**config.mk**
```make
export PLATFORM = sky130hd
export DESIGN_NAME = board_sequencer
export DESIGN_NICKNAME = d
export VERILOG_FILES = /design/src/rtl/tictactoe_pkg.sv /design/src/rtl/board_sequencer_win_detect.sv /design/src/rtl/board_sequencer.sv
export SDC_FILE = /design/constraint.sdc
export NUM_CORES = 1
export LEC_CHECK = 0
export ABC_CLOCK_PERIOD_IN_PS = 4470
export CORE_MARGIN = 5
export CORE_UTILIZATION = 40
export DETAILED_ROUTE_END_ITERATION = 10
export GPL_ROUTABILITY_DRIVEN = 0
export GPL_TIMING_DRIVEN = 0
export PLACE_DENSITY = 0.6
export SLEW_MARGIN = 25
export SYNTH_ARGS = -nofsm -noshare
export SYNTH_HDL_FRONTEND = slang
export SYNTH_SLANG_ARGS = --single-unit
```
**constraint.sdc**
```tcl
create_clock -name ph1 -period 4.47 [get_ports ph1]
set_clock_uncertainty 0.1 [all_clocks]
set_input_delay 0.894 -clock ph1 [delete_from_list [all_inputs] [get_ports ph1]]
set_output_delay 0.894 -clock ph1 [all_outputs]
set_load 0.02 [all_outputs]
```
**src/rtl/tictactoe_pkg.sv**
```systemverilog
// Shared tic-tac-toe types: cell encoding, board size, winning-line table
// and the board sequencer state encoding.
package tictactoe_pkg;

  typedef enum logic [1:0] {
    EMPTY = 2'b00,
    X     = 2'b10,
    O     = 2'b11
  } cellStateType;

  localparam int CELLS = 9;
  localparam int LINES = 8;

  // Rows, then columns, then the two diagonals.
  localparam logic [3:0] LINE_TABLE [LINES][3] = '{
    '{4'd0, 4'd1, 4'd2}, '{4'd3, 4'd4, 4'd5}, '{4'd6, 4'd7, 4'd8},
    '{4'd0, 4'd3, 4'd6}, '{4'd1, 4'd4, 4'd7}, '{4'd2, 4'd5, 4'd8},
    '{4'd0, 4'd4, 4'd8}, '{4'd2, 4'd4, 4'd6}
  };

  typedef enum logic [2:0] {
    ST_CLEAR  = 3'd0,
    ST_IDLE   = 3'd1,
    ST_RDCHK  = 3'd2,
    ST_VERIFY = 3'd3,
    ST_WRITE  = 3'd4,
    ST_SCAN   = 3'd5,
    ST_EVAL   = 3'd6,
    ST_DONE   = 3'd7
  } seq_state_t;

endpackage

```
**src/rtl/board_sequencer_win_detect.sv**
```systemverilog
// Combinational line checker over the shadow board; X wins ties because
// both players can only hold lines simultaneously after a faulty board.
module win_detect
  import tictactoe_pkg::*;
(
  input  logic [CELLS-1:0][1:0] board,
  output logic [1:0]            winner,
  output logic                  anyLine
);

  logic x_line_s;
  logic o_line_s;

  // Exact compares against X/O make the unused 01 code count as empty.
  always_comb begin
    x_line_s = 1'b0;
    o_line_s = 1'b0;
    for (int l = 0; l < LINES; l++) begin
      x_line_s = x_line_s | ((board[LINE_TABLE[l][0]] == X) &
                             (board[LINE_TABLE[l][1]] == X) &
                             (board[LINE_TABLE[l][2]] == X));
      o_line_s = o_line_s | ((board[LINE_TABLE[l][0]] == O) &
                             (board[LINE_TABLE[l][1]] == O) &
                             (board[LINE_TABLE[l][2]] == O));
    end
    if (x_line_s) begin
      winner = X;
    end else if (o_line_s) begin
      winner = O;
    end else begin
      winner = EMPTY;
    end
    anyLine = x_line_s | o_line_s;
  end

endmodule

```
**src/rtl/board_sequencer.sv**
```systemverilog
// Owns the board RAM: clears it after reset, validates and writes moves,
// then rescans the board into a shadow copy and evaluates the game result.
module board_sequencer #(
  parameter int CELLS = 9,
  parameter int AW    = 4
) (
  input  logic          ph1,
  input  logic          reset,
  input  logic          wrReq,
  input  logic [AW-1:0] wrAddr,
  input  logic [1:0]    wrCell,
  output logic          wrGrant,
  output logic          illegalMove,
  output logic [AW-1:0] memAddr,
  output logic          memWe,
  output logic [1:0]    memWData,
  input  logic [1:0]    memRData,
  output logic          busy,
  output logic          gameIsDone,
  output logic [1:0]    winner,
  output logic          isDraw
);
  import tictactoe_pkg::*;

  localparam logic [AW-1:0] LAST_CELL = AW'(CELLS - 1);
  localparam logic [AW-1:0] SCAN_END  = AW'(CELLS);
  localparam logic [3:0]    FULL      = 4'd9;

  seq_state_t              state_r, state_s;
  logic [AW-1:0]           idx_r, idx_s;
  logic [AW-1:0]           addr_r, addr_s;
  logic [1:0]              cell_r, cell_s;
  logic [3:0]              moves_r, moves_s;
  logic [CELLS-1:0][1:0]   shadow_r, shadow_s;
  logic                    illegal_r, illegal_s;
  logic [1:0]              winner_r, winner_s;
  logic                    draw_r, draw_s;
  logic [1:0]              line_winner_s;
  logic                    any_line_s;

  win_detect u_win_detect (
    .board   (shadow_r),
    .winner  (line_winner_s),
    .anyLine (any_line_s)
  );

  // State register and datapath registers with synchronous reset.
  always_ff @(posedge ph1) begin
    if (reset) begin
      state_r   <= ST_CLEAR;
      idx_r     <= {AW{1'b0}};
      addr_r    <= {AW{1'b0}};
      cell_r    <= EMPTY;
      moves_r   <= 4'd0;
      shadow_r  <= {CELLS{EMPTY}};
      illegal_r <= 1'b0;
      winner_r  <= EMPTY;
      draw_r    <= 1'b0;
    end else begin
      state_r   <= state_s;
      idx_r     <= idx_s;
      addr_r    <= addr_s;
      cell_r    <= cell_s;
      moves_r   <= moves_s;
      shadow_r  <= shadow_s;
      illegal_r <= illegal_s;
      winner_r  <= winner_s;
      draw_r    <= draw_s;
    end
  end

  // Next-state and output decode; reset masks every output immediately.
  always_comb begin
    state_s     = state_r;
    idx_s       = idx_r;
    addr_s      = addr_r;
    cell_s      = cell_r;
    moves_s     = moves_r;
    shadow_s    = shadow_r;
    illegal_s   = 1'b0;
    winner_s    = winner_r;
    draw_s      = draw_r;
    wrGrant     = 1'b0;
    memAddr     = {AW{1'b0}};
    memWe       = 1'b0;
    memWData    = EMPTY;
    illegalMove = illegal_r;
    busy        = !((state_r == ST_IDLE) || (state_r == ST_DONE));
    gameIsDone  = (state_r == ST_DONE);
    winner      = winner_r;
    isDraw      = draw_r;
    if (reset) begin
      illegalMove = 1'b0;
      busy        = 1'b1;
      gameIsDone  = 1'b0;
      winner      = EMPTY;
      isDraw      = 1'b0;
    end else begin
      case (state_r)
        ST_CLEAR: begin
          memWe   = 1'b1;
          memAddr = idx_r;
          if (idx_r == LAST_CELL) begin
            idx_s   = {AW{1'b0}};
            state_s = ST_IDLE;
          end else begin
            idx_s = idx_r + AW'(1'b1);
          end
        end
        ST_IDLE: begin
          if (wrReq && ((wrAddr > LAST_CELL) || !wrCell[1])) begin
            illegal_s = 1'b1;
          end else if (wrReq) begin
            addr_s  = wrAddr;
            cell_s  = wrCell;
            state_s = ST_RDCHK;
          end else begin
            state_s = ST_IDLE;
          end
        end
        ST_RDCHK: begin
          memAddr = addr_r;
          state_s = ST_VERIFY;
        end
        ST_VERIFY: begin
          // Bit 1 set means X or O; code 01 reads as empty.
          if (memRData[1]) begin
            illegal_s = 1'b1;
            state_s   = ST_IDLE;
          end else begin
            state_s = ST_WRITE;
          end
        end
        ST_WRITE: begin
          memWe    = 1'b1;
          memAddr  = addr_r;
          memWData = cell_r;
          wrGrant  = 1'b1;
          moves_s  = (moves_r == FULL) ? FULL : moves_r + 4'd1;
          idx_s    = {AW{1'b0}};
          state_s  = ST_SCAN;
        end
        ST_SCAN: begin
          memAddr = (idx_r <= LAST_CELL) ? idx_r : {AW{1'b0}};
          if (idx_r != {AW{1'b0}}) begin
            shadow_s[idx_r - AW'(1'b1)] = memRData;
          end else begin
            shadow_s = shadow_r;
          end
          if (idx_r == SCAN_END) begin
            idx_s   = {AW{1'b0}};
            state_s = ST_EVAL;
          end else begin
            idx_s = idx_r + AW'(1'b1);
          end
        end
        ST_EVAL: begin
          if (any_line_s) begin
            winner_s = line_winner_s;
            state_s  = ST_DONE;
          end else if (moves_r == FULL) begin
            draw_s  = 1'b1;
            state_s = ST_DONE;
          end else begin
            state_s = ST_IDLE;
          end
        end
        ST_DONE: begin
          state_s = ST_DONE;
        end
        default: begin
          idx_s   = {AW{1'b0}};
          state_s = ST_CLEAR;
        end
      endcase
    end
  end

endmodule

```
Yosys cells after proc, flatten, opt, wreduce, memory -nomap -nowiden
Index checks and enable logic that the tools add are counted.
Operators by class
  add/subtract/negate cells: 3
  order comparisons: 4
  reduce and logical (&&, ||, !) cells: 16
  bitwise operators: 49
  mux-type cells: 34
  eq/ne operators: 31
Operators by type and width (count)
  == test 2 bit, second input constant: 18
  bitwise AND 1 bit: 32
  one-hot mux 3 bit (8 select lines): 1
  one-hot mux 4 bit (3 select lines): 2
  two-way mux 4 bit: 5
  bitwise mux 18 bit: 1
  two-way mux 3 bit: 6
  OR 1 bit: 15
  two-way mux 2 bit: 7
  == test 3 bit, second input constant: 4
  == test 4 bit, second input constant: 3
  two-way mux 1 bit: 10
  AND reduction 3 bit: 3
  adder 4 x 1 -> 4 bit, second input constant: 2
  demux 2 bit (select 4 bit): 1
  == test 3 x 2 -> 1 bit, second input constant: 2
  inequality test 2 bit, second input constant: 3
  < comparator 4 x 5 -> 1 bit, second input constant: 1
  greater-or-equal comparator 4 x 1 -> 1 bit, second input constant: 1
  > comparator 4 bit, second input constant: 1
  less-or-equal comparator 4 bit, second input constant: 1
  AND reduction 2 bit: 2
  nonzero test 4 bit: 1
  OR reduction 2 bit: 2
  9 further kinds: 13
Word-level totals
  register bits: 39
  output and inout port bits: 14
  word-level logic and storage cells: 154
  input bits: 11

Longest topological paths before layout
  depth in word-level cells: 13
  gate-level depth with buffers: 7
  gate-level depth less buffers: 7

Modules after synthesis
A second synthesis with hierarchy kept.
Second synthesis, totals
  cells, all modules: 269
  area total of the unflattened synthesis: 2289.7 µm²
By module, submodules not included
  board_sequencer: seq. area each 780.7 µm², area each 2037.0 µm², times used 1, cells each 238
  win_detect: seq. area each 0.0 µm², area each 252.7 µm², times used 1, cells each 31

Worst setup path after synthesis
Ideal clock, no wire load.
  kind: input to output
  start point: in reset
  end point: out gameIsDone
  buffers on the path: 2
  data arrival time: 1.779 ns
  required time: 3.476 ns
  slack: 1.697 ns
  stages on the path: 3
  path through: clkbuf_8 > clkbuf_1 > nor3b_1
Between the ends
  cells in the longest elaborated chain, start to end: 1
RTL lines
  start: declaration: RTL line board_sequencer.sv:8  | input logic reset,
  two-way mux 1 bit: RTL line board_sequencer.sv:92  | if (reset) begin
  end: declaration: RTL line board_sequencer.sv:19  | output logic gameIsDone,
Every way passes these cells.

Final worst setup path
Same ends and word-level chain as after synthesis.

==> results by group <==
Synth
  • Distinct cells, synth: 53
  • Main synth FF type: dfxtp_1
  • Adder-cell share of the synthesized area: 0.0376
  • Cells after Synth: 262
  • Synth Area in Simple Gates: 0.316
  • Mux share of post-synthesis cell area: 0.0989
  • Number of synthesized register bits: 39
  • Largest family of logic cells by synthesized area: simple AND/OR/NAND/NOR gates
  • Top-count cell post-synth: nor2_1
  • FFs w/ async S/R, synth: 0
  • EDFF count, synth: 0
  • Mapped Avg Cell Area: 8.88 sq um
  • Top cell type by total area after synthesis: dfxtp_1
  • Top post-synthesis cells by count: nor2_1 (41), dfxtp_1 (39), mux2i_1 (23)
  • Synth Area in Compound Gates: 0.128
  • Main area contributors after synthesis: dfxtp_1 (34%), mux2i_1 (9.9%), nor2_1 (6.6%)
  • Seq/Total Area, Yosys: 0.335
  • Ys Warns: 0
  • Syn Nets: 280
  • XOR/XNOR share of the synthesized area: 0.0301
  • Netlist Area Pre-Place: 2330 sq um
  • Yosys top cell area share: 0.335

Global routing
  • Met2 GRT Util: 0.241
  • Number of global-route vias before repair: 1866
  • GRT Total Usage: 0.159
  • First-pass GRT wire length: 9290 microns
  • Initial antenna violation count: 0
  • Most Crowded Layer GR: met2
  • Grt met1 use: 0.224
  • GRT overflow: 0
  • Largest net degree at the start of global routing: 14
  • Met3 GRT Util: 0.0466

Pwr
  • Worst vdd ir: 0.140 mV
  • Psw: 186 uW
  • Leakage: 1.03 nW
  • Pint: 510 uW
  • Sequential share of power: 0.513
  • Pwr per Cell Area: 253 nW/um^2
  • Combinational Power Share: 0.110
  • Clock power share: 0.377
  • Sw Ratio: 0.267

STA
  • Final worst-path cycle share: 0.829
  • Maximum clock frequency: 270 MHz
  • Fin Hold WS: 0.347 ns
  • Final Setup Violations: 0
  • Slew @ Worst Pin: 0.590 ns
  • Tmin final: 3.71 ns
  • Setup TNS: 0 ns
  • Fin. max-slew vios: 0
  • Fin. Hold Viols: 0
  • Slew headroom: 0.603
  • RSZ-0062 raised after global routing: no

Route
  • DRC errors left: 0
  • Starting DRT DRC Count: 100
  • Final WL: 5660 microns
  • Routed via count: 1954
  • Drt pass-1 iters: 4
  • Routed len/inst: 15.5 microns
  • Post-route ant nets: 0
  • Post-DR vias/cell: 5.35

Hold path
  • Worst hold start: cell_r[1]$_SDFFE_PP0P_
  • Hold Path Depth: 2
  • Worst min path class: reg -> reg
  • Hold EP: cell_r[1]$_SDFFE_PP0P_

Die
  • I/O Pins: 25
  • Initial Util: 0.418
  • Core Region: 5570 sq um
  • Number of cell rows: 27
  • Die area: 7440 sq um
  • Die W: 86.3 microns
  • Chip height: 86.3 microns

Clocking
  • Worst-path clk slew: 0.08 ns
  • H-tree levels: 2
  • CTS Buf Count: 5
  • Setup repair bufs after CTS: 0
  • Clock Tree Buf Depth: 2
  • CTS sink cnt: 39
  • TritonCTS clock tree: yes
  • Skew-Pair Late Insertion Delay: 0.30 ns
  • Root Buffer: clkbuf_8
  • CTS Hold Buffers Added: 0
  • Cts repair resizes: 0

Critical path
  • R2R Setup Slk: 2.03 ns
  • R2R cell count: 7
  • Worst setup path class: in -> out
  • Top cell by count, worst path: clkdlybuf4s50_1
  • Critical path launch point type: input port
  • Worst EP required: 3.48 ns
  • Worst r2r src: idx_r[0]$_SDFFE_PP0P_
  • Largest fanout on the critical path: 10
  • Largest stage delay, worst path: 0.64 ns
  • R2R Path End: shadow_r[2]$_SDFFE_PP0P_
  • CP max stage cell: clkdlybuf4s50_1
  • Crit. End Element: output port
  • Critical path, cell by cell: clkdlybuf4s50_1 -> clkbuf_8 -> clkbuf_1 -> nor3b_1 -> clkdlybuf4s50_1
  • CP Launch Point: reset
  • Critical Path AT: 2.71 ns
  • Top delay family on crit path: buffers and inverters
  • Buf+Inv Stages, Crit Path: 4

Placement
  • Placed insts: 357
  • Post-DP HPWL: 4120 microns
  • IO Port Bufs: 23

Finish
  • Antenna cells: 0
  • Utilization after layout: 0.493
  • Final #Nets: 310
  • Non-Filler Instances: 365
  • Area delta synth->final: 18.0%
  • Share of cells above drive strength 1: 0.116

Run status
  • Outcome: complete, no violations

Run
  • Max-cap violations: 0
==> logic make-up after synthesis <==
logic type | count (synthesis)
multiplexers | 23
adder cells (fa/ha/maj) | 7
XOR/XNOR | 8
AO/OA/AOI/OAI | 42
buffers and inverters | 22
AND/OR/NAND/NOR | 121
flip-flops | 39
==> power groups by stage <==
stage	combinational, mW	sequential [mW]	clock [mW]
finish	0.0762	0.357	0.262
global route	0.0840	0.358	0.284
CTS	0.0774	0.357	0.266
detailed placement	0.0766	0.365	0
global placement	0.0759	0.365	0
floorplan	0.0499	0.363	0
==> registers in the layout, indices dropped and copies added (netlist names) <==
register,flops
cell_r,2
moves_r,4
addr_r,4
draw_r,1
idx_r,4
illegal_r,1
winner_r,2
state_r,3
shadow_r,18
==> worst max path at each step <==
stage	end	slack (ns)	cells past startpoint
floorplan	gameIsDone	1.70	3
global placement	gameIsDone	0.75	5
detailed placement	gameIsDone	0.74	5
CTS	gameIsDone	0.74	5
global route	memAddr[0]	0.65	8
finish	gameIsDone	0.76	5
==> placed cells by master (no fill, tap or decap), types with 3 or more instances in the layout <==
master | netlist | routed
nor2_1 | 41 | 41
dfxtp_1 | 39 | 39
mux2i_1 | 23 | 23
clkdlybuf4s50_1 | 0 | 23
nor2b_1 | 14 | 14
nand2_1 | 12 | 12
a21oi_1 | 11 | 11
nand4_1 | 11 | 11
inv_1 | 8 | 8
clkbuf_8 | 2 | 8
nor4bb_1 | 8 | 8
o21ai_0 | 7 | 7
ha_1 | 7 | 7
clkbuf_1 | 5 | 5
xnor2_1 | 5 | 5
and3_1 | 5 | 5
and3_4 | 4 | 4
buf_2 | 3 | 3
a22oi_1 | 3 | 3
nand2b_1 | 3 | 3
nand3_1 | 3 | 3
nor3_1 | 3 | 3
xor2_1 | 3 | 3
a31oi_1 | 3 | 3
==> layer usage <==
metal | vias up | share of wire
li1 | 1004 | -
met1 | 913 | 0.51
met2 | 31 | 0.44
met3 | 6 | 0.036
met4 | 0 | 0.013
met5 | - | 0
==> worst reg2reg max path, delay by kind of cell, from the launching register on <==
kind / cells / cell delay, ns
flip-flops: 1 / 0.63
adder cells (fa/ha/maj): 1 / 0.27
AND/OR/NAND/NOR: 3 / 0.55
AO/OA/AOI/OAI: 1 / 0.40
multiplexers: 1 / 0.20
buffers and inverters: 1 / 0.16
==> final cells by class <==
class / count / area [sq um]
clock inverters: 2 / 16.3
plain buffers: 13 / 91.3
well taps: 72 / 90.1
repair buffers: 23 / 230
clock buffers: 6 / 82.6
inverters: 9 / 33.8
flip-flops and latches: 39 / 781
multi-input cells: 201 / 1420
fillers: 557 / 2830
==> stage by stage <==
step                worst slack (ns)  instance area (sq um)  power (mW)
floorplan                       1.70                   2330       0.413
global placement               0.752                   2650       0.441
detailed placement             0.740                   2650       0.442
CTS                            0.740                   2750       0.700
global route                   0.650                   2750       0.726
finish                         0.762                   2750       0.695
Note: power is estimated with default switching activity, not from simulation.
